==> src/rtl/clk_div_bank.sv <==
// clk_div_bank: bank of independent programmable clock dividers on safe_clk.
// Each channel counts down from its divide value and emits a one-cycle tick
// at terminal count, plus either a 50% square wave or the tick as its output.
// A shared sync input restarts every channel in phase.
module clk_div_bank #(
  parameter int NUM_CH = 4,
  parameter int CNT_W  = 24
) (
  input  logic                      safe_clk,
  input  logic                      safe_reset,
  input  logic [NUM_CH-1:0]         en,
  input  logic [NUM_CH-1:0]         mode,
  input  logic                      sync,
  input  logic [NUM_CH*CNT_W-1:0]   div,
  output logic [NUM_CH-1:0]         tick,
  output logic [NUM_CH-1:0]         ex_count_out
);

  for (genvar k = 0; k < NUM_CH; k++) begin : g_ch
    logic [CNT_W-1:0] r_cnt;
    logic [CNT_W-1:0] w_cnt_nxt;
    logic [CNT_W-1:0] w_div_k;
    logic             r_tog;
    logic             r_tick;
    logic             w_tog_nxt;
    logic             w_tick_nxt;
    logic             w_event;

    // The reload value is sampled from div only at an event, sync or reset,
    // so a retune never shortens or stretches the period already in flight.
    assign w_div_k = div[k*CNT_W +: CNT_W];
    assign w_event = en[k] && (r_cnt == '0);

    // Next-state: sync restarts the channel, otherwise count down while enabled.
    always_comb begin
      w_cnt_nxt  = r_cnt;
      w_tog_nxt  = r_tog;
      w_tick_nxt = 1'b0;
      if (sync) begin
        w_cnt_nxt = w_div_k;
        w_tog_nxt = 1'b0;
      end else if (w_event) begin
        w_cnt_nxt  = w_div_k;
        w_tick_nxt = 1'b1;
        w_tog_nxt  = ~r_tog;
      end else if (en[k]) begin
        w_cnt_nxt = r_cnt - CNT_W'(1);
      end
    end

    // Channel state register; reset preloads the counter with the current div.
    always_ff @(posedge safe_clk) begin
      if (safe_reset) begin
        r_cnt  <= w_div_k;
        r_tog  <= 1'b0;
        r_tick <= 1'b0;
      end else begin
        r_cnt  <= w_cnt_nxt;
        r_tog  <= w_tog_nxt;
        r_tick <= w_tick_nxt;
      end
    end

    // Output select is a plain mux on registered bits, so it is glitch-free
    // and a mode change shows up in the same cycle.
    assign tick[k]         = r_tick;
    assign ex_count_out[k] = mode[k] ? r_tick : r_tog;
  end

endmodule

==> config.mk <==
export PLATFORM = sky130hd
export DESIGN_NAME = clk_div_bank
export DESIGN_NICKNAME = d
export VERILOG_FILES = /design/src/rtl/clk_div_bank.sv
export SDC_FILE = /design/constraint.sdc
export NUM_CORES = 1
export LEC_CHECK = 0
export BUFFER_PORTS_ARGS = -buffer_cell sky130_fd_sc_hd__buf_2
export CORE_MARGIN = 1.5
export CORE_UTILIZATION = 51
export DETAILED_ROUTE_END_ITERATION = 10
export MAX_ROUTING_LAYER = met4
export PLACE_DENSITY = 0.83
export SETUP_SLACK_MARGIN = 0.4
export SLEW_MARGIN = 40
export SYNTH_ARGS = -nofsm -noshare
export SYNTH_HDL_FRONTEND = slang
export SYNTH_SLANG_ARGS = --single-unit
==> constraint.sdc <==
create_clock -name safe_clk -period 2.4 [get_ports safe_clk]
set_input_delay 0.24 -clock safe_clk [delete_from_list [all_inputs] [get_ports safe_clk]]
set_output_delay 0.24 -clock safe_clk [all_outputs]
set_load 0.03 [all_outputs]
# [Yosys cells after proc, flatten, opt, wreduce, memory -nomap -nowiden]
# Cells that the tools add are included.
[op_classes] reduce_logical=13 bitwise_logic=4 mux=24 addsub=4
[ops] op="two-way mux 24 bit" n=16
[ops] op="zero test 24 bit" n=4
[ops] op="subtractor 24 x 1 -> 24 bit, second input constant" n=4
[ops] op="nonzero test 4 bit" n=4
[ops] op="two-way mux 1 bit" n=8
[ops] op="logical AND 1 bit" n=4
[ops] op="inverter 1 bit" n=4
[ops] op="OR reduction 2 bit" n=1
[word_totals] ff_bits=104 elab_cells=57 input_bits=107

# [Longest topological paths before layout]
# Gate-level depths: netlist of the first run.
[logic_depth] ltp_word=5 mapped_depth=9 ltp_nobuf=7

# [Least setup slack after synthesis of the first run]
# Ideal clock, no wire load.
[synth_timing] kind="register to register" startpoint="reg g_ch[0].r_cnt[0]" endpoint="reg g_ch[0].r_cnt[20], data pin" n_path_buf=0 path_stages_with_launch=8 t_arrival_ps=2225 required_time_ps=2140 setup_time_ps=260 slack_ps=-85 path_cell_list="edfxtp_1 -> inv_1 -> ha_1 -> or4b_2 -> nor4_1 -> nand3_1 -> xnor2_1 -> mux2_2"
[synth_between] elab_chain_len=5 elab_cells_between_ends=7
[synth_rtl] item="from (decl)" line="20" rtl="logic [CNT_W-1:0] r_cnt;"
[synth_rtl] item="from (signal assigned)" line="54" rtl="r_cnt <= w_div_k;"
[synth_rtl] item="from (signal assigned)" line="58" rtl="r_cnt <= w_cnt_nxt;"
[synth_rtl] item="subtractor 24 x 1 -> 24 bit or zero test 24 bit (tied branches)" line="47, 32"
[synth_rtl] item="two-way mux 24 bit or logical AND 1 bit (tied branches)" line="46, 32"
[synth_rtl] item="two-way mux 24 bit (*)" line="42" rtl="end else if (w_event) begin"
[synth_rtl] item="two-way mux 24 bit (*)" line="39" rtl="if (sync) begin"
[synth_rtl] item="two-way mux 24 bit (*)" line="53" rtl="if (safe_reset) begin"
# Mark *: on every way between the ends. The rest lies on a longest branch, timed or not. The select of a mux whose other input is x is not followed.
# A chain may end at the register's enable or synchronous reset.

# [Final worst setup path of the first run]
[layout_timing] startpoint="reg g_ch[3].r_cnt[8]" endpoint="reg g_ch[3].r_cnt[0], data pin"
[layout_between] elab_chain_len=5
[layout_rtl] item="from (decl)" line="20"
[layout_rtl] item="from (signal assigned)" line="54"
[layout_rtl] item="from (signal assigned)" line="58"
[layout_rtl] item="zero test 24 bit" line="32" rtl="assign w_event = en[k] && (r_cnt == '0);"
[layout_rtl] item="logical AND 1 bit" line="32"
[layout_rtl] item="two-way mux 24 bit" line="42"
[layout_rtl] item="two-way mux 24 bit" line="39"
[layout_rtl] item="two-way mux 24 bit" line="53"
# No other way between the ends.

==> results of run 1 <==
[routing by layer]
metal	track usage, %	wire length, um	vias up	part of all wire, %
met2	40.73	8910	214	52
met1	31.56	7028	2662	41
met5	-	0	-	0
met4	10.42	395	0	2.3
met3	3.321	794	40	4.6
li1	-	-	2557	-
[placed cells by master, fill, tap and decap left out, types with 7 or more instances in the layout]
cell type	instances
nor3_1	22
nor2_4	9
buf_4	65
a21oi_1	37
nor2_2	9
o21ai_2	21
buf_6	19
xor2_1	32
buf_2	118
nand2_4	9
inv_1	9
mux2_2	24
nand3_1	9
nor2_1	67
edfxtp_1	96
or3_1	12
nor4_1	7
nand2_1	31
xnor2_1	49
nor4_4	8
clkbuf_16	11
dfxtp_1	8
nor4_2	8
[area by class of cell]
cell class                 instances  area, sq um  share of cell area [%]
sequential                       104         3043                   35.13
clock buffer                      14        244.0                   2.817
clock inverter                     2        7.507                 0.08668
inverter                          11        41.29                  0.4767
tap                              147        183.9                   2.124
multi-input combinational        454         3591                   41.46
timing repair buffer             214         1550                   17.90
[cells in the mapped netlist, drive strengths merged, types with 8 or more instances]
cell type  instances
buf               17
inv               11
edfxtp            96
or4               10
o21ai             24
a21oi             41
xnor2             51
nor2              82
nand3             14
xor2              34
mux2              29
clkbuf             9
nor4              23
nor3              33
ha                 8
or3               17
nand2             44
dfxtp              8
[worst max-delay path by stage]
stage                                           start                           to
after floorplan           g_ch[0].r_cnt[10]$_DFFE_PP_   g_ch[0].r_cnt[3]$_DFFE_PP_
after global routing      g_ch[2].r_cnt[15]$_DFFE_PP_  g_ch[2].r_cnt[19]$_DFFE_PP_
after CTS                  g_ch[3].r_cnt[8]$_DFFE_PP_  g_ch[3].r_cnt[22]$_DFFE_PP_
final                      g_ch[3].r_cnt[8]$_DFFE_PP_   g_ch[3].r_cnt[0]$_DFFE_PP_
after global placement    g_ch[3].r_cnt[10]$_DFFE_PP_  g_ch[3].r_cnt[23]$_DFFE_PP_
after detailed placement  g_ch[0].r_cnt[12]$_DFFE_PP_   g_ch[0].r_cnt[8]$_DFFE_PP_
[sequential cells by signal, summed over array words and instances (netlist names)]
signal and flops:
g_ch.r_cnt 96, g_ch.r_tick 4, g_ch.r_tog 4
[timing repair]
item,4_1_cts,5_1_grt
pin swaps,25,37
cloned,8,9
buffers inserted,31,21
endpoints found under the setup margin,98,99
resized for setup,57,97
[worst reg2reg max path, stage by stage (launching register included)]
cell and delay (ns):
edfxtp_1 0.42, or4_4 0.54, or4_4 0.46, o31a_4 0.36, mux2_4 0.32
[power groups by stage]
stage | sequential [mW] | combinational, mW | clock, mW
after floorplan | 2.36 | 0.438 | 0
after global placement | 2.38 | 0.611 | 0
after detailed placement | 2.39 | 0.643 | 0
after CTS | 2.36 | 0.778 | 1.34
after global routing | 2.40 | 0.993 | 1.41
final | 2.38 | 0.918 | 1.34
[per-stage QoR]
| step | setup TNS (ns) | std cells | power, mW | setup slack [ns] | util [%] |
|---|---|---|---|---|---|
| after detailed placement | 0 | 861 | 3.036 | 0.01634 | 59.70 |
| after CTS | 0 | 916 | 4.475 | 0.04933 | 66.74 |
| final | 0 | 946 | 4.638 | 0.06341 | 72.41 |
| after floorplan | 0 | 592 | 2.794 | 0.04591 | - |
| after global placement | 0 | 861 | 2.990 | 0.08823 | 59.65 |
| after global routing | -0.02041 | 946 | 4.802 | -0.02041 | 72.41 |
[cell families (layout without fill, tap and decap cells)]
kind of cell | after synthesis | in the layout | synth area share, %
adders and majority gates | 8 | 8 | 1.613
muxes | 31 | 31 | 5.887
and+or+nand+nor | 249 | 252 | 20.91
xor gates and xnor gates | 85 | 85 | 12.00
DFF | 104 | 104 | 49.03
AOI/OAI and AO/OA | 78 | 78 | 6.936
buffers and inverters | 37 | 241 | 3.629
==> impl_metrics.toml, run 1 <==
[pwr]
pwr-share-seq_pct = 51.3
p_leak_nw = 3.337
power_density_nw_per_um2 = 535.5
vdd_drop_max_mv = 0.4040
switching_share_pct = 27.29
pwr-share-clk_pct = 29.0
switchingPower_mw = 1.266
comb_power_share_pct = 19.8
p_int_mw = 3.372

[detailed_routing]
vias = 5473
drt_first_pass_iters = 5
wire_per_inst_um = 18.11
antenna_left = 0
vias_per_cell = 5.785
drcViolationCount = 0
wirelength_um = 17130
drt_iter0_markers = 333

[synthesis]
ys_warn_count = 0
ys.flop_type = "edfxtp_1"
async_reset_ff_share_pct = 0
syn_nets = 707
synth.largest_area_cell = "edfxtp_1"
ys_ff_latch = 104
synth_edf_count = 96
ys_types = 46
ys_seq_area_share_pct = 49.03
synth_top_area_share_pct = 46.45
syn_inst = 592
synthTopCellsByArea = "edfxtp_1, xnor2_1, nor2_1"
synth_area_per_cell_sq_um = 10.48
netlist_area_sq_um = 6206

[sta]
finalMaxSlewViolations = 0
fmax_mhz = 428.0
hold_violations = 0
whs_ns = 0.1622
slew_headroom_pct = 60.65
grt_setup_unrepaired = "yes"
setup_viol = 0
worst_slew_pin_slew_ns = 0.5903
period_share_pct = 97.36
period_needed_ns = 2.337
fin_worst_skew_ns = 0.006635

[min_path]
min_delay_path_depth = 3
hp-start = "div[50]"
min_path_type = "input pin to flop"
min_to = "g_ch[2].r_cnt[2]$_DFFE_PP_"

[critical_path]
r2r-end = "g_ch[3].r_cnt[0]$_DFFE_PP_"
rrSetupSlack_ns = 0.06
cp.arrival_ns = 2.44
path_buf_inv = 0
r2r_start = "g_ch[3].r_cnt[8]$_DFFE_PP_"
crit_type = "flop to flop"
crit_slowest_cell = "or4_4"
cpLargestDelayFamily = "simple AND/OR/NAND/NOR gates"
reg2reg_depth = 4
critPathLaunchType = "flop"
cp_num_cells = 4
required_ns = 2.50
crit_path_max_fanout = 8
crit_chain = "or4_4 > or4_4 > o31a_4 > mux2_4"
cpMostUsedCell = "or4_4"
end_kind = "flop"
cpPeakStageDelay_ns = 0.54

[clock_tree]
path_clk_slew_ns = 0.07
cts_buffer_depth = 2
cts_sinks = 104
cts_buffers = 9
cts_tree = "done"
htreeDepth = 3
insertion_delay_ns = 0.35
ctsHoldBuffers = 0
cts_root_buffer = "clkbuf_16"

[final_layout]
num-nets-final = 909
finalInstanceArea_sq_um = 8661
syn2layout_area_growth_pct = 39.56
diodes = 0
num-fill-cells = 771
drive_gt1_share_pct = 46.43

[die]
die_area_sq_um = 12840
die_w_um = 113.3
core_sq_um = 11960
pin_count = 115
fp-row-count = 40
initial_core_util_pct = 51.88
die_h_um = 113.3

[global_route]
grt_pass1_wl_um = 24720
grt_overflow = 0
grt_pass1_vias = 5160
grt_max_degree = 28
track_usage_pct = 24.97
antenna_found_initial = 0

[placement]
io_buffers = 114
post-dp-hpwl_um = 9964
gp_congestion = 0.8272
placed_area_sq_um = 7141

[flow_run]
drv_cap = 0

[outcome]
run_status = "completed"
Note: power is estimated with default switching activity, not from simulation.
==> run 2: changes to the inputs <==
--- a/config.mk
+++ b/config.mk
@@ -5,9 +5,11 @@
 export SDC_FILE = /design/constraint.sdc
 export NUM_CORES = 1
 export LEC_CHECK = 0
+export ABC_AREA = 1
 export BUFFER_PORTS_ARGS = -buffer_cell sky130_fd_sc_hd__buf_2
 export CORE_MARGIN = 1.5
-export CORE_UTILIZATION = 51
+export CORE_UTILIZATION = 52
+export CTS_CLUSTER_SIZE = 14
 export DETAILED_ROUTE_END_ITERATION = 10
 export MAX_ROUTING_LAYER = met4
 export PLACE_DENSITY = 0.83
==> run 2 against run 1 <==
Maximum frequency increased by 22%. Utilization decreased by 11 points. Non-clock buffer count decreased by 91. Routed wire length decreased by 4.9%. Flip-flop and latch count unchanged. Combinational power decreased by 17%. Synthesized cell count increased by 66%. Largest cell class unchanged. Critical endpoint is now g_ch[0].r_cnt[13]$_DFFE_PP_. Total power about the same. Cell area decreased by 4.6%. Register-to-register slack improved by 0.42 ns.
==> impl_metrics.toml, run 2 <==
[outcome]
run_status = "completed"

[flow_run]
drv_cap = 0

[synthesis]
synth_edf_count = 96
ys_warn_count = 0
ys_types = 30
synth.most_common_cell = "nand2_1"
ys_seq_area_share_pct = 42.22
netlist_area_sq_um = 7207
syn_inst = 981
async_reset_ff_share_pct = 0
synthTopCellsByArea = "edfxtp_1, nand2_1, nor2_1"
synth_area_per_cell_sq_um = 7.346
synth_top_area_share_pct = 40.00
synth.largest_area_cell = "edfxtp_1"
ys_ff_latch = 104
syn_nets = 1096
ys.flop_type = "edfxtp_1"
yosys-top-cells-count = "nand2_1, nor2_1, inv_1, edfxtp_1, nand3_1"

[sta]
worst_slew_pin_slew_ns = 0.6064
period_share_pct = 79.71
fin_setup_tns_ns = 0
fin_worst_skew_ns = 0.009724
slew_headroom_pct = 59.57
grt_setup_unrepaired = "yes"
finalMaxSlewViolations = 0
fmax_mhz = 522.7
period_needed_ns = 1.913
hold_violations = 0
setup_viol = 0

[critical_path]
required_ns = 2.51
critPathLaunchType = "flop"
end_kind = "flop"
crit_type = "flop to flop"
crit_path_max_fanout = 36
cp.arrival_ns = 2.03

[detailed_routing]
drt-met1-wl_um = 7251
highest_layer = "met4"
vias_per_cell = 5.118
dr_wl_met2_um = 7995
drt_first_pass_iters = 5
drcViolationCount = 0
wl_met3_um = 905
vias = 6530
wire_per_inst_um = 12.77
drt_iter0_markers = 512
antenna_left = 0
wirelength_um = 16300

[die]
initial_core_util_pct = 53.78
die_w_um = 120.7
core_sq_um = 13400
die_area_sq_um = 14570
die_h_um = 120.7
fp-row-count = 42
pin_count = 115

[final_layout]
reg_top3 = "g_ch.r_cnt (96), g_ch.r_tick (4), g_ch.r_tog (4)"
num-nets-final = 1210
drive_gt1_share_pct = 17.64
diodes = 0
layout_commonest_cell = "nand2_1"
fin_cells = 1276
syn2layout_area_growth_pct = 14.67
top_register = "g_ch.r_cnt"
final_cell_mix = "nand2_1, nor2_1, inv_1"
largest_reg_flops = 96

[clock_tree]
ctsHoldBuffers = 0
cts_buffer_depth = 2
cts_sinks = 104
htreeDepth = 3
cts_root_buffer = "clkbuf_16"
cts_tree = "done"
cts_buffers = 9
insertion_delay_ns = 0.36
path_clk_slew_ns = 0.08

[pwr]
comb_power_share_pct = 16.4
vdd_drop_max_mv = 0.4128
power_density_nw_per_um2 = 560.8
p_int_mw = 3.309
switching_share_pct = 28.60
pwr-share-seq_pct = 50.5
switchingPower_mw = 1.326
p_leak_nw = 3.744
pwr-share-clk_pct = 33.0

[placement]
gp_congestion = 0.9310
dpl.cell_count = 1254
io_buffers = 114
post-dp-hpwl_um = 11690

[global_route]
grt_pass1_vias = 5834
grt_pass1_wl_um = 25790
grt_overflow = 0
grt_max_degree = 37
antenna_found_initial = 0
track_usage_pct = 22.68

[min_path]
min_path_type = "input pin to flop"
[run 2: stage by stage]
step	util (%)	setup slack [ns]	power [mW]	area, sq um	hold WS [ns]
floorplan	-	0.7279	2.885	7207	0.4256
global placement	58.49	0.4583	3.089	7838	0.4842
detailed placement	58.49	0.3772	3.115	7838	0.4863
CTS	60.88	0.4035	4.650	8158	0.1353
global route	61.67	0.3163	4.850	8264	0.1353
finish	61.67	0.4869	4.635	8264	0.1493
[run 2: cell families (layout without fill, tap and decap cells)]
| kind of cell | after synthesis | in the layout | share of synthesized area (%) |
|---|---|---|---|
| and+or+nand+nor | 605 | 607 | 35.95 |
| adders and majority gates | 8 | 8 | 1.389 |
| xor gates and xnor gates | 48 | 48 | 5.833 |
| buffers and inverters | 143 | 260 | 9.115 |
| AOI/OAI and AO/OA | 73 | 73 | 5.486 |
| DFF | 104 | 104 | 42.22 |
[run 2: layout make-up]
type / instances / area [sq um]
clock buffers: 9 / 225.2
flip-flops and latches: 104 / 3043
repair buffers: 123 / 650.6
multi-input cells: 736 / 3586
inverters: 121 / 461.7
well taps: 176 / 220.2
fillers: 1197 / 5136
clock inverters: 7 / 77.57
[run 2: timing repair]
action,CTS,global route
setup endpoints to repair,10,59
pin swaps,0,4
hold endpoints to repair,0,0
buffers inserted,0,4
gates cloned,0,2
resized for setup,2,14
[run 2: critical path, stage by stage, from the launching register on]
cell and delay (ns):
edfxtp_1 0.39, inv_1 0.13, ha_1 0.15, nand2_1 0.04, inv_1 0.04, nand2_1 0.04
nor2_1 0.14, nand3_2 0.17, nand2_8 0.24, inv_4 0.12, nor2_1 0.12, nor2_1 0.06
[run 2: worst paths after layout]
| kind | from | end | slack [ns] | depth (start not counted) |
|---|---|---|---|---|
| min reg2reg | g_ch[3].r_tog$_SDFFE_PP0P_ | g_ch[3].r_tog$_SDFFE_PP0P_ | 0.50 | 2 |
| max | g_ch[0].r_cnt[0]$_DFFE_PP_ | g_ch[0].r_cnt[13]$_DFFE_PP_ | 0.49 | 11 |
| min | div[23] | g_ch[0].r_cnt[23]$_DFFE_PP_ | 0.15 | 3 |
| max reg2reg | g_ch[0].r_cnt[0]$_DFFE_PP_ | g_ch[0].r_cnt[13]$_DFFE_PP_ | 0.49 | 11 |
[run 2: routing by layer]
| metal | global-route usage, % | vias to the layer above |
|---|---|---|
| met2 | 37.46 | 195 |
| met1 | 27.83 | 2969 |
| met4 | 6.765 | 0 |
| li1 | - | 3348 |
| met3 | 5.283 | 18 |
| met5 | - | - |
[run 2: power by group through the flow]
stage	logic, mW	registers (mW)	clock network (mW)
2_1_floorplan	0.551	2.33	0
3_3_place_gp	0.718	2.37	0
3_5_place_dp	0.741	2.37	0
4_1_cts	0.749	2.34	1.56
5_1_grt	0.863	2.36	1.62
6_report	0.762	2.34	1.53
==> run 3: changes to the inputs <==
--- a/config.mk
+++ b/config.mk
@@ -5,14 +5,14 @@
 export SDC_FILE = /design/constraint.sdc
 export NUM_CORES = 1
 export LEC_CHECK = 0
-export ABC_AREA = 1
+export ABC_AREA = 0
 export BUFFER_PORTS_ARGS = -buffer_cell sky130_fd_sc_hd__buf_2
 export CORE_MARGIN = 1.5
-export CORE_UTILIZATION = 52
+export CORE_UTILIZATION = 56
 export CTS_CLUSTER_SIZE = 14
 export DETAILED_ROUTE_END_ITERATION = 10
 export MAX_ROUTING_LAYER = met4
-export PLACE_DENSITY = 0.83
+export PLACE_DENSITY = 0.86
 export SETUP_SLACK_MARGIN = 0.4
 export SLEW_MARGIN = 40
 export SYNTH_ARGS = -nofsm -noshare
==> constraint.sdc (replaced) <==
create_clock -name safe_clk -period 1.8 [get_ports safe_clk]
set_input_delay 0.18 -clock safe_clk [delete_from_list [all_inputs] [get_ports safe_clk]]
set_output_delay 0.18 -clock safe_clk [all_outputs]
set_load 0.03 [all_outputs]
==> run 3 against run 2 <==
The run now ends with setup timing left. Worst setup slack lost 1.1 ns. Utilization rose by 27 points. Count of clock-buffer cells in the layout up 2. Combinational power increased by 130%. Total power rose by 41%. Routed wire length is 48% higher. Final cell count down 19%. Register-to-register slack got worse by 1.1 ns. Flip-flop and latch count stayed put. Hold slack worse by 0.089 ns. Largest cell class unchanged.
==> impl_metrics.toml, run 3 (synthesized netlist as in run 1, its figures left out) <==
[sta]
period_needed_ns = 2.404
slew_headroom_pct = 69.97
fmax_mhz = 416.0
fin_worst_skew_ns = 0.01813
finalMaxSlewViolations = 0
setup_viol = 102
period_share_pct = 133.5
hold_violations = 0
grt_setup_unrepaired = "yes"
timing.final.ws_setup_ns = -0.6038
worst_slew_pin_slew_ns = 0.4464

[detailed_routing]
drt_first_pass_iters = 6
antenna_left = 0
drcViolationCount = 0
wire_per_inst_um = 23.20
drt_iter0_markers = 642
vias = 6531
wirelength_um = 24100
vias_per_cell = 6.286

[global_route]
grt_max_degree = 25
grt_overflow = 0
antenna_found_initial = 0
track_usage_pct = 37.93
grt_pass1_wl_um = 32420
grt_pass1_vias = 6450

[critical_path]
path_buf_inv = 1
crit_chain = "or4_4 > or4_4 > o31a_4 > buf_12 > o32a_1"
crit_slowest_cell = "or4_4"
cpLargestDelayFamily = "simple AND/OR/NAND/NOR gates"
end_kind = "flop"
crit_type = "flop to flop"
required_ns = 1.95
cpMostUsedCell = "or4_4"
cpPeakStageDelay_ns = 0.56
cp.arrival_ns = 2.55
crit_path_max_fanout = 16
critPathLaunchType = "flop"

[die]
die_w_um = 108.3
core_sq_um = 10840
die_area_sq_um = 11720
die_h_um = 108.3
fp-row-count = 38
initial_core_util_pct = 57.25
pin_count = 115

[final_layout]
final_util_pct = 88.75
reg_top3 = "g_ch.r_cnt (96), g_ch.r_tick (4), g_ch.r_tog (4)"
largest_reg_flops = 96
top_register = "g_ch.r_cnt"
drive_gt1_share_pct = 55.84
num-fill-cells = 448
num-nets-final = 1010
syn2layout_area_growth_pct = 55.02
layout_commonest_cell = "buf_4"
diodes = 0
final_cell_mix = "buf_4, buf_2, edfxtp_1"

[pwr]
p_total_mw = 6.521
power_density_nw_per_um2 = 677.8
vdd_drop_max_mv = 0.5945
p_leak_nw = 3.879

[clock_tree]
cts_sinks = 104
cts_root_buffer = "clkbuf_8"
path_clk_slew_ns = 0.10
cts_buffer_depth = 2
cts_tree = "done"
cts_buffers = 9
insertion_delay_ns = 0.41
htreeDepth = 3

[outcome]
run_status = "finished with violations"
violations = "setup timing"

[flow_run]
drv_cap = 0

[min_path]
min_path_type = "input pin to flop"

[placement]
pre_cts_ws_ns = -0.6507
io_buffers = 114
gp_congestion = 0.8298
post-dp-hpwl_um = 11860
[run 3: cell count changes in the layout (fill, tap and decap cells not counted), sizes merged, moves of 28 or more]
cell	change
nor2	-170
nand3	-48
buf	+191
nor3	+33
o21ai	-28
inv	-114
nand2	-213
xnor2	+34
mux2	+29
[run 3: tightest hold or removal path: stages]
cell     delay, ns
buf_2         0.08
nand2_1       0.05
o21ai_2       0.05
[run 3: layout make-up]
cell class	count	area, sq um	area share [%]
tap	140	175.2	1.821
sequential	104	3044	31.64
timing repair buffer	314	2342	24.35
inverter	11	41.29	0.4292
clock inverter	4	70.07	0.7283
clock buffer	11	131.4	1.366
multi-input combinational	455	3816	39.67
[run 3: worst paths after layout]
check                               from                          end  slack (ns)  cells past startpoint
min reg2reg   g_ch[2].r_tog$_SDFFE_PP0P_   g_ch[2].r_tog$_SDFFE_PP0P_        0.55                      2
max          g_ch[3].r_cnt[10]$_DFFE_PP_  g_ch[3].r_cnt[22]$_DFFE_PP_       -0.60                      5
max reg2reg  g_ch[3].r_cnt[10]$_DFFE_PP_  g_ch[3].r_cnt[22]$_DFFE_PP_       -0.60                      5
min                              div[48]   g_ch[2].r_cnt[0]$_DFFE_PP_        0.06                      3
[run 3: per-stage QoR]
stage / std cells / area, sq um / hold WS [ns] / setup TNS [ns]
after global routing: 1039 / 9620 / 0.07031 / -50.85
after detailed placement: 972 / 8069 / 0.4617 / -38.41
after CTS: 1020 / 9114 / 0.04765 / -36.29
after global placement: 972 / 8069 / 0.4515 / -32.64
final: 1039 / 9620 / 0.06010 / -45.56
after floorplan: 592 / 6414 / 0.3653 / -33.38
[run 3: repair_timing]
item                                    in CTS  in global routing
resized for setup                          121                 75
endpoints found under the setup margin     103                105
buffers inserted                            21                 19
hold buffers                                 0                  0
cloned                                      12                  0
pin swaps                                   55                 45
[run 3: layer usage]
metal  part of all wire, %  track usage (%)  up-vias
met5                     0                -        -
met3                   8.3            6.269      135
met4                   5.8            22.84        0
li1                      -                -     2755
met1                    34            39.84     3183
met2                    52            66.73      458
[run 3: power breakdown]
part | switching (mW) | internal, mW
clock network | 0.904 | 0.775
logic | 0.852 | 0.874
registers | 0.204 | 2.91
